$ cat config.mk
export PLATFORM = sky130hd
export DESIGN_NAME = ascii_stream_generator_flat
export DESIGN_NICKNAME = d
export VERILOG_FILES = /design/src/rtl/ascii_gen_pkg.sv /design/src/rtl/ascii_stream_generator_if.sv /design/src/rtl/ascii_char_step.sv /design/src/rtl/ascii_stream_generator.sv /design/src/flat_wrapper.sv
export SDC_FILE = /design/constraint.sdc
export NUM_CORES = 1
export LEC_CHECK = 0
export ABC_AREA = 0
export CAP_MARGIN = 40
export CORE_MARGIN = 2
export CORE_UTILIZATION = 55
export DETAILED_ROUTE_END_ITERATION = 10
export DONT_BUFFER_PORTS = 1
export PLACE_DENSITY = 0.72
export SYNTH_ARGS = -nofsm -noshare
export SYNTH_HDL_FRONTEND = slang
export SYNTH_SLANG_ARGS = --single-unit
$ cat constraint.sdc
create_clock -name clk -period 3.2 [get_ports clk]
set_input_delay 0.48 -clock clk [delete_from_list [all_inputs] [get_ports clk]]
set_output_delay 0.48 -clock clk [all_outputs]
set_load 0.01 [all_outputs]
$ cat src/rtl/ascii_gen_pkg.sv
// Shared types and default constants for the ASCII stream generator.
package ascii_gen_pkg;

   // Controller states.
   typedef enum logic [1:0] {
      IDLE = 2'd0,
      RUN  = 2'd1,
      DONE = 2'd2
   } state_e;

   // Character advance modes; encoding 2'b11 is reserved and behaves as hold.
   typedef enum logic [1:0] {
      MODE_INC  = 2'd0,
      MODE_DEC  = 2'd1,
      MODE_HOLD = 2'd2
   } mode_e;

   // Default geometry and wrap window ('a' .. 'z').
   localparam int CHAR_W_DEF  = 8;
   localparam int COUNT_W_DEF = 12;
   localparam int LO_CHAR_DEF = 97;
   localparam int HI_CHAR_DEF = 122;

endpackage

$ cat src/rtl/ascii_stream_generator_if.sv
// Valid/ready character stream carrying one character per beat plus a
// last-beat marker.
interface ascii_stream_generator_if #(
   parameter int CHAR_W = 8
);
   logic              valid;
   logic [CHAR_W-1:0] data;
   logic              last;
   logic              ready;

   // Source side: drives the beat, observes backpressure.
   modport master (
      output valid,
      output data,
      output last,
      input  ready
   );

   // Sink side: consumes the beat, drives backpressure.
   modport slave (
      input  valid,
      input  data,
      input  last,
      output ready
   );
endinterface

$ cat src/rtl/ascii_char_step.sv
// Next-character function: advances a character by mode and keeps it inside
// the [LO_CHAR, HI_CHAR] window by wrapping at the bounds.
module ascii_char_step
   import ascii_gen_pkg::*;
#(
   parameter int CHAR_W  = CHAR_W_DEF,
   parameter int LO_CHAR = LO_CHAR_DEF,
   parameter int HI_CHAR = HI_CHAR_DEF
) (
   input  logic [CHAR_W-1:0] char_i,
   input  logic [1:0]        mode_i,
   output logic [CHAR_W-1:0] char_o
);

   localparam logic [CHAR_W-1:0] LO  = CHAR_W'(LO_CHAR);
   localparam logic [CHAR_W-1:0] HI  = CHAR_W'(HI_CHAR);
   localparam logic [CHAR_W-1:0] ONE = CHAR_W'(1);

   // Pick the successor; the wrap tests use the window bounds rather than
   // CHAR_W overflow, so a window narrower than the full code space still wraps.
   always_comb begin
      // NOTE: default assignment first so every path drives char_o and no latch is inferred.
      char_o = char_i;
      case (mode_i)
         MODE_INC: char_o = (char_i >= HI) ? LO : char_i + ONE;
         MODE_DEC: char_o = (char_i <= LO) ? HI : char_i - ONE;
         default:  char_o = char_i;   // hold, and the reserved encoding
      endcase
   end

endmodule

$ cat src/rtl/ascii_stream_generator.sv
// Burst generator: on start it emits len characters over a valid/ready stream,
// stepping each character by mode inside a wrap window, and reports beat
// count, busy and a completion pulse. Every output comes straight from a flop.
module ascii_stream_generator
   import ascii_gen_pkg::*;
#(
   parameter int CHAR_W  = CHAR_W_DEF,
   parameter int COUNT_W = COUNT_W_DEF,
   parameter int LO_CHAR = LO_CHAR_DEF,
   parameter int HI_CHAR = HI_CHAR_DEF
) (
   input  logic                 clk,
   input  logic                 rst_n,
   input  logic                 start_i,
   input  logic                 abort_i,
   input  logic [1:0]           mode_i,
   input  logic [CHAR_W-1:0]    first_char_i,
   input  logic [COUNT_W-1:0]   len_i,
   output logic [COUNT_W-1:0]   count_o,
   output logic                 busy_o,
   output logic                 done_o,
   ascii_stream_generator_if.master strm
);

   localparam logic [CHAR_W-1:0]  LO      = CHAR_W'(LO_CHAR);
   localparam logic [CHAR_W-1:0]  HI      = CHAR_W'(HI_CHAR);
   localparam logic [COUNT_W-1:0] CNT_ONE = COUNT_W'(1);

   state_e               state_q, state_d;
   logic                 valid_q, valid_d;
   logic [CHAR_W-1:0]    data_q,  data_d;
   logic                 last_q,  last_d;
   logic [COUNT_W-1:0]   count_q, count_d;
   logic                 busy_q,  busy_d;
   logic                 done_q,  done_d;
   logic [1:0]           mode_q,  mode_d;
   logic [COUNT_W-1:0]   len_q,   len_d;

   logic                 transfer;
   logic                 start_burst;
   logic                 start_empty;
   logic [CHAR_W-1:0]    first_clamped;
   logic [CHAR_W-1:0]    step_char;
   logic [COUNT_W-1:0]   count_inc;

   assign transfer    = valid_q && strm.ready;
   assign start_burst = start_i && (len_i != '0);
   assign start_empty = start_i && (len_i == '0);
   assign count_inc   = count_q + CNT_ONE;

   // Out-of-window first characters start the burst at the low bound.
   assign first_clamped = ((first_char_i < LO) || (first_char_i > HI)) ? LO : first_char_i;

   ascii_char_step #(
      .CHAR_W  (CHAR_W),
      .LO_CHAR (LO_CHAR),
      .HI_CHAR (HI_CHAR)
   ) u_step (
      .char_i (data_q),
      .mode_i (mode_q),
      .char_o (step_char)
   );

   // State register.
   always_ff @(posedge clk or negedge rst_n) begin
      // NOTE: non-blocking assignments in clocked blocks so every flop samples pre-edge values.
      if (!rst_n) state_q <= IDLE;
      else        state_q <= state_d;
   end

   // Next-state decode; abort outranks a same-cycle final transfer.
   always_comb begin
      state_d = state_q;
      case (state_q)
         IDLE: if (start_burst) state_d = RUN;
         RUN: begin
            if (abort_i)                 state_d = IDLE;
            else if (transfer && last_q) state_d = DONE;
         end
         DONE:    state_d = IDLE;
         default: state_d = IDLE;
      endcase
   end

   // Output and datapath next values; everything holds unless a case below changes it.
   always_comb begin
      valid_d = valid_q;
      data_d  = data_q;
      last_d  = last_q;
      count_d = count_q;
      busy_d  = busy_q;
      done_d  = 1'b0;
      mode_d  = mode_q;
      len_d   = len_q;
      case (state_q)
         IDLE: begin
            if (start_burst) begin
               mode_d  = mode_i;
               len_d   = len_i;
               count_d = '0;
               data_d  = first_clamped;
               valid_d = 1'b1;
               last_d  = (len_i == CNT_ONE);
               busy_d  = 1'b1;
            end else if (start_empty) begin
               // Zero-length burst: nothing on the stream, just the completion pulse.
               count_d = '0;
               done_d  = 1'b1;
            end
         end
         RUN: begin
            if (abort_i) begin
               valid_d = 1'b0;
               last_d  = 1'b0;
               busy_d  = 1'b0;
            end else if (transfer) begin
               count_d = count_inc;
               if (last_q) begin
                  valid_d = 1'b0;
                  last_d  = 1'b0;
                  busy_d  = 1'b0;
                  done_d  = 1'b1;
               end else begin
                  data_d = step_char;
                  // Beat about to be presented is number count_inc+1 of len.
                  last_d = (count_inc == (len_q - CNT_ONE));
               end
            end
         end
         default: begin
            // DONE: done pulse already registered on entry; busy is low.
         end
      endcase
   end

   // Datapath and output registers.
   always_ff @(posedge clk or negedge rst_n) begin
      if (!rst_n) begin
         valid_q <= 1'b0;
         data_q  <= LO;
         last_q  <= 1'b0;
         count_q <= '0;
         busy_q  <= 1'b0;
         done_q  <= 1'b0;
         mode_q  <= MODE_INC;
         len_q   <= '0;
      end else begin
         valid_q <= valid_d;
         data_q  <= data_d;
         last_q  <= last_d;
         count_q <= count_d;
         busy_q  <= busy_d;
         done_q  <= done_d;
         mode_q  <= mode_d;
         len_q   <= len_d;
      end
   end

   assign strm.valid = valid_q;
   assign strm.data  = data_q;
   assign strm.last  = last_q;
   assign count_o    = count_q;
   assign busy_o     = busy_q;
   assign done_o     = done_q;

endmodule

$ cat src/flat_wrapper.sv
// flat-port wrapper written by rule: the top's interface ports become plain ports
module ascii_stream_generator_flat import ascii_gen_pkg::*;
#(
   parameter int CHAR_W  = CHAR_W_DEF,
   parameter int COUNT_W = COUNT_W_DEF,
   parameter int LO_CHAR = LO_CHAR_DEF,
   parameter int HI_CHAR = HI_CHAR_DEF
)
  (clk, rst_n, start_i, abort_i, mode_i, first_char_i, len_i, count_o, busy_o, done_o, strm_valid, strm_data, strm_last, strm_ready);
  ascii_stream_generator_if #(.CHAR_W(CHAR_W)) strm_i ();
  input  logic clk;
  input  logic rst_n;
  input  logic start_i;
  input  logic abort_i;
  input  logic [1:0] mode_i;
  input  logic [CHAR_W-1:0] first_char_i;
  input  logic [COUNT_W-1:0] len_i;
  output logic [COUNT_W-1:0] count_o;
  output logic busy_o;
  output logic done_o;
  output wire logic [$bits(strm_i.valid)-1:0] strm_valid;
  output wire logic [$bits(strm_i.data)-1:0] strm_data;
  output wire logic [$bits(strm_i.last)-1:0] strm_last;
  input wire logic [$bits(strm_i.ready)-1:0] strm_ready;
  assign strm_valid = strm_i.valid;
  assign strm_data = strm_i.data;
  assign strm_last = strm_i.last;
  assign strm_i.ready = strm_ready;
  ascii_stream_generator #(.CHAR_W(CHAR_W), .COUNT_W(COUNT_W), .LO_CHAR(LO_CHAR), .HI_CHAR(HI_CHAR)) u_core (.clk(clk), .rst_n(rst_n), .start_i(start_i), .abort_i(abort_i), .mode_i(mode_i), .first_char_i(first_char_i), .len_i(len_i), .count_o(count_o), .busy_o(busy_o), .done_o(done_o), .strm(strm_i));
endmodule
==> results of run 1 <==
worst min path at each step:
stage | from | end | slack (ps)
after floorplan | rst_n | u_core.count_o[0] | 180
after CTS | rst_n | u_core.count_o[0] | 20
after global routing | rst_n | u_core.count_o[0] | 10
final | rst_n | u_core.count_o[0] | 10
after global placement | rst_n | u_core.count_o[0] | 190
after detailed placement | rst_n | u_core.count_o[0] | 190
where the power goes:
| group | leakage (nW) | internal (mW) | switching (mW) |
|---|---|---|---|
| clock | 0.0654 | 0.312 | 0.173 |
| sequential | 0.492 | 0.598 | 0.218 |
| combinational | 0.586 | 0.324 | 0.361 |
| total | 1.14 | 1.23 | 0.752 |
worst max-delay path: stages, from the launching register on:
cell and delay, ps:
dfstp_2 650, inv_1 110, ha_1 210, or3_4 340
a211oi_1 570, a32o_1 240, o211ai_1 100, a31oi_1 180
layout make-up:
| cell class | instances | area share, % |
|---|---|---|
| Clock buffer | 6 | 2.52 |
| Clock inverter | 2 | 2.09 |
| Inverter | 8 | 1.04 |
| Multi-Input combinational cell | 242 | 56.5 |
| Sequential cell | 39 | 34.0 |
| Tap cell | 67 | 2.91 |
| Timing Repair Buffer | 2 | 0.956 |
layer usage:
layer	track usage (%)	part of all wire [%]	up-vias
met1	36.5	48	1103
met5	0	0	-
met2	38.2	45	78
met4	4.76	0.48	0
met3	5.56	7.3	4
li1	-	-	1088
per-stage QoR:
| stage | std cells | cell area (sq um) | setup WS (ps) | total power, mW | hold WS, ps |
|---|---|---|---|---|---|
| 3_3_place_gp | 357 | 2730 | 768 | 1.48 | 185 |
| 2_1_floorplan | 304 | 2710 | 995 | 1.36 | 184 |
| 4_1_cts | 366 | 2880 | 741 | 1.99 | 19.4 |
| 6_report | 366 | 2880 | 713 | 1.99 | 13.2 |
| 3_5_place_dp | 357 | 2730 | 756 | 1.48 | 185 |
| 5_1_grt | 366 | 2880 | 524 | 2.12 | 13.5 |
kinds of logic (layout without fill, tap and decap cells):
logic type / Yosys count / count (layout)
compound gates: 78 / 78
buf+inv: 23 / 18
xor+xnor: 30 / 30
flops: 39 / 39
fa+ha+maj: 6 / 6
simple gates: 113 / 113
mux: 15 / 15
sequential cells by signal (all words and copies together) (netlist names):
name	cells
u_core.strm.data	8
u_core.len_q	12
u_core.strm.valid	1
u_core.strm.last	1
u_core.state_q	2
u_core.count_o	12
u_core.mode_q	2
u_core.done_o	1
repair_timing:
| item | 4_1_cts | 5_1_grt |
|---|---|---|
| endpoints found under the hold margin | 36 | 0 |
| hold buffers | 1 | 0 |
| endpoints found under the setup margin | 0 | 0 |
| gates resized for setup | 0 | 0 |
cells in the mapped netlist (6+ instances only):
library cell / instances
dfrtp_1: 36
nand2_1: 27
o21ai_0: 26
xnor2_1: 23
nor2_1: 20
a21oi_1: 18
mux2_2: 15
nor3_1: 14
nand3_1: 11
inv_1: 8
xor2_1: 7
buf_2: 6
clkbuf_1: 6
ha_1: 6
o31ai_1: 6
==> metrics, run 1 <==
post-synthesis mux area share=under 10%; Yosys top cell area share=33.2%; R2R setup slack=between 700 and 800 ps; mean area per synthesized cell=~8.9 sq um; RSZ-0062 raised after global routing=false; initial drt markers=186; synthesis warning total=0; final worst-path cycle share=77.7%; post-synth cell types=57; Slew HR=56.7%; total die area=5510 sq um; WP data required=3400 ps; die width=74.2 um; Startpoint Class=flop; EDFF count, synth=0; post-synthesis adder-cell area fraction=2.77%; TNS Setup=0 ps; CTS tree=yes; largest net degree at the start of global routing=37; Hold Path Class=in -> async; crit path DAT=2690 ps; Starting Density=57.1%; clk root buf=clkbuf_8; Vias=about 2.3k; Fmax achieved=0.402 GHz; initial antenna violation count=0; top post-synthesis cells by area=dfrtp_1, xnor2_1, mux2_2; via/cell ratio=6.21; synthesized area=roughly 2700 sq um; GR Util All Layers=24.9%; max_cap viols=0; Tmin final=2490 ps; drt wl/cell=between 15 and 20 um; Util after Layout=60.6%; Synth Flop Type=dfrtp_1; dpl hpwl=roughly 4600 um; Critical Path Source=u_core.strm.data[0]; fin. max-slew vios=0; Multi-input gate area=1630 sq um; synthesis-to-finish area growth=6.09%; DRC viols=0; nets@finish=331; die height=74.2 um; Rows=25; Final setup viols=0; Syn Inst Count=304; total CTS buffers=5; Routed Antenna Nets=0; I/O Buffers=0; RR Startpoint=u_core.strm.data[0]; Setup crit end kind=flop; most frequent cells in the layout=dfrtp_1, nand2_1, o21ai_0, xnor2_1, nor2_1; Setup crit end=u_core.strm.data[2]; clock latency on the worst-skew pair=290 ps; xor/xnor cell area share of the yosys netlist=approximately a tenth; H-tree Lvls=2; clock sinks=39; share of cells above drive strength 1=13.4%; VDD IR-drop max=418 uV; core footprint=around 4800 sq um; I/O pin total=51; Worst Tran Pin Value=647 ps; Pwr Density=between 600 and 700 nW/um^2; Reg clk slew, reported paths=80 ps; Synth area leader=dfrtp_1; largest family of logic cells by synthesized area=simple AND/OR/NAND/NOR gates; # diodes=0; simple-gate share of the synthesized area=a little under a quarter; number of detailed-route iterations in the first pass=4; R2R depth=7; Final Skew=10.4 ps; total grt overflow=0; first-pass GRT wire length=roughly 11000 um; Synth Area in Compound Gates=18.2%; register area share after synthesis=36.1%; syn nets=337; kind of critical path=reg -> reg; status=complete, no violations; gpl congestion=0.883; FF+latch area=980 sq um; end of the worst register-to-register path=u_core.strm.data[2]; Max Root-Sink Buffers=2; critical path peak fanout=9; final hold viol count=0; Seq cells post-synth=39; total setup buffers inserted after CTS=0; Fill cells=431; Synth async-reset ratio=between 90% and 100%; leading cell type in the layout, fill and taps excluded=dfrtp_1; leakage power=1.14 nW; drt total wl=6430 um; vias in the first global route=2206
No activity file was read; power rests on OpenSTA's default activity.
==> run 2: changes to the inputs <==
PLACE_DENSITY = 0.75   (was 0.72)
clock period = 2.25 ns   (was 3.2 ns; I/O delays follow)
==> metrics, run 2 (same netlist as run 1, synthesis figures left out) <==
status=complete, no violations; max layer used=met4; die width=74.2 um (unchanged); VDD IR-drop max=627 uV (+50%); met1 WL=3020 um (-1.4%); Met2 Wirelength=2890 um (+0.70%); core footprint=4750 sq um (unchanged); Setup crit end kind=flop; Starting Density=57.1% (unchanged); initial antenna violation count=0 (unchanged); total die area=5510 sq um (unchanged); number of detailed-route iterations in the first pass=4 (unchanged); I/O Buffers=0 (unchanged); Slew HR=57.3% (+0.61 points); Final Skew=4.04 ps (-6.34 ps); via/cell ratio=5.99 (-3.6%); kind of critical path=reg -> reg; Reg clk slew, reported paths=80 ps (about the same); total CTS buffers=5 (unchanged); setup ws final=36.4 ps (-677 ps); clock sinks=39 (unchanged); power share of the sequential group=36.2% (-4.9 points); CP max-delay cell=dfstp_2; I/O pin total=51 (unchanged); die height=74.2 um (unchanged); worst path cell trace=inv_1, ha_1, or2_2, a21oi_2, o21ai_0, or2_1, o41ai_1, o21ai_1; total grt overflow=0 (unchanged); placed insts=376 (+5.3%); Worst Tran Pin Value=638 ps (-8.71 ps); Max Root-Sink Buffers=2 (unchanged); pre-CTS WS=82.9 ps (-673 ps); Fmax achieved=0.452 GHz (+12%); clock latency on the worst-skew pair=290 ps (about the same); DRC viols=0 (unchanged); max incr delay on CP=540 ps (-110 ps); crit path DAT=2430 ps (-260 ps); Tmin final=2210 ps (-273 ps); Startpoint Class=flop; gpl congestion=0.920 (+4.2%); vias in the first global route=2225 (+0.86%); WP data required=2460 ps (-940 ps); leakage power=1.24 nW (+8.5%); Routed Antenna Nets=0 (unchanged); critical path peak fanout=3 (-6); met3 routed WL=540 um (+16%); drt wl/cell=16.8 um (-4.4%); fin. max-slew vios=0 (unchanged); hold path startpoint=len_i[1]; largest net degree at the start of global routing=40 (+8.1%); drt total wl=6500 um (+1.1%); most frequent cells in the layout=dfrtp_1, nand2_1, o21ai_0, xnor2_1, buf_4; Clk pwr share=20.5% (-3.9 points); share of cells above drive strength 1=19.7% (+6.3 points); fin cells=387 (+5.7%); clk root buf=clkbuf_8; CTS tree=yes; final hold viol count=0 (unchanged); max_cap viols=0 (unchanged); Vias=2317 (+1.9%); Hold Path Class=in -> reg; H-tree Lvls=2 (unchanged); dpl hpwl=4800 um (+3.7%); GR Util All Layers=24.7% (-0.16 points); combinational share of power=43.3% (+8.8 points); Pwr Density=950 nW/um^2 (+38%); # diodes=0 (unchanged); RR Startpoint=u_core.strm.data[0]; final worst-path cycle share=98.4% (+21 points); switching share of power=38.9% (+1.0 points); Critical Path Source=u_core.strm.data[0]; leading cell type in the layout, fill and taps excluded=dfrtp_1; P_int=1.76 mW (+42%); initial drt markers=157 (-16%); Rows=25 (unchanged); Final setup viols=0 (unchanged); P_sw=1.12 mW (+49%); synthesis-to-finish area growth=11.6%; nets@finish=352 (+6.3%); first-pass GRT wire length=10600 um (-0.90%)
-- run 2: cell types whose count changed in the layout (fill, tap and decap cells not counted), sizes merged --
cell / before / now
clkinv: 0 / 2
clkbuf: 6 / 5
bufinv: 2 / 1
buf: 2 / 22
dlygate4sd3: 0 / 1
-- run 2: timing repair --
item | CTS | global route
gates resized for setup | 0 | 3
hold endpoints to repair | 39 | 0
endpoints found under the setup margin | 0 | 6
hold buffers | 2 | 0
buffers inserted | 0 | 1
-- run 2: per-layer routing --
| layer | up-vias | track usage (%) |
|---|---|---|
| met3 | 5 | 6.91 |
| met5 | - | 0 |
| met2 | 85 | 37.5 |
| li1 | 1130 | - |
| met4 | 0 | 4.76 |
| met1 | 1097 | 35.8 |
-- run 2: metrics by stage --
step	TNS (ps)	total power [mW]	hold WS, ps	instance area, sq um	utilization [%]
after floorplan	0	1.93	41.9	2710	-
after global placement	0	2.21	42.9	2870	60.3
after detailed placement	0	2.23	42.8	2870	60.3
after CTS	0	2.86	141	3010	63.3
after global routing	-69.6	3.07	137	3030	63.7
final	0	2.88	148	3030	63.7
-- run 2: worst max-delay path: cells and delay by family, from the launching register on --
family,cells,cell delay [ps]
compound gates,4,720
simple gates,2,600
fa+ha+maj,1,210
flops,1,540
buf+inv,1,70
-- run 2: final cells by class --
cell class	instances	area [sq um]
fillers	424	1730
multi-input cells	242	1630
flip-flops and latches	39	980
repair buffers	23	188
well taps	67	83.8
clock buffers	5	68.8
clock inverters	3	43.8
inverters	8	30.0
-- run 2: path summary, 6_finish.rpt --
kind                                        to  slack (ps)  cells past startpoint
setup / recovery           u_core.strm.data[6]          40                      8
min in group asynchronous    u_core.count_o[5]         490                      2
setup reg to reg           u_core.strm.data[6]          40                      8
hold / removal                 u_core.len_q[1]         150                      2
max in group asynchronous  u_core.strm.data[0]        1490                      2
hold reg to reg               u_core.len_q[11]         530                      1
-- run 2: power by group through the flow --
stage,clock [mW],sequential [mW],combinational [mW]
after floorplan,0,1.04,0.894
after global routing,0.640,1.07,1.36
after detailed placement,0,1.05,1.18
after global placement,0,1.05,1.16
after CTS,0.606,1.04,1.22
final,0.590,1.04,1.24
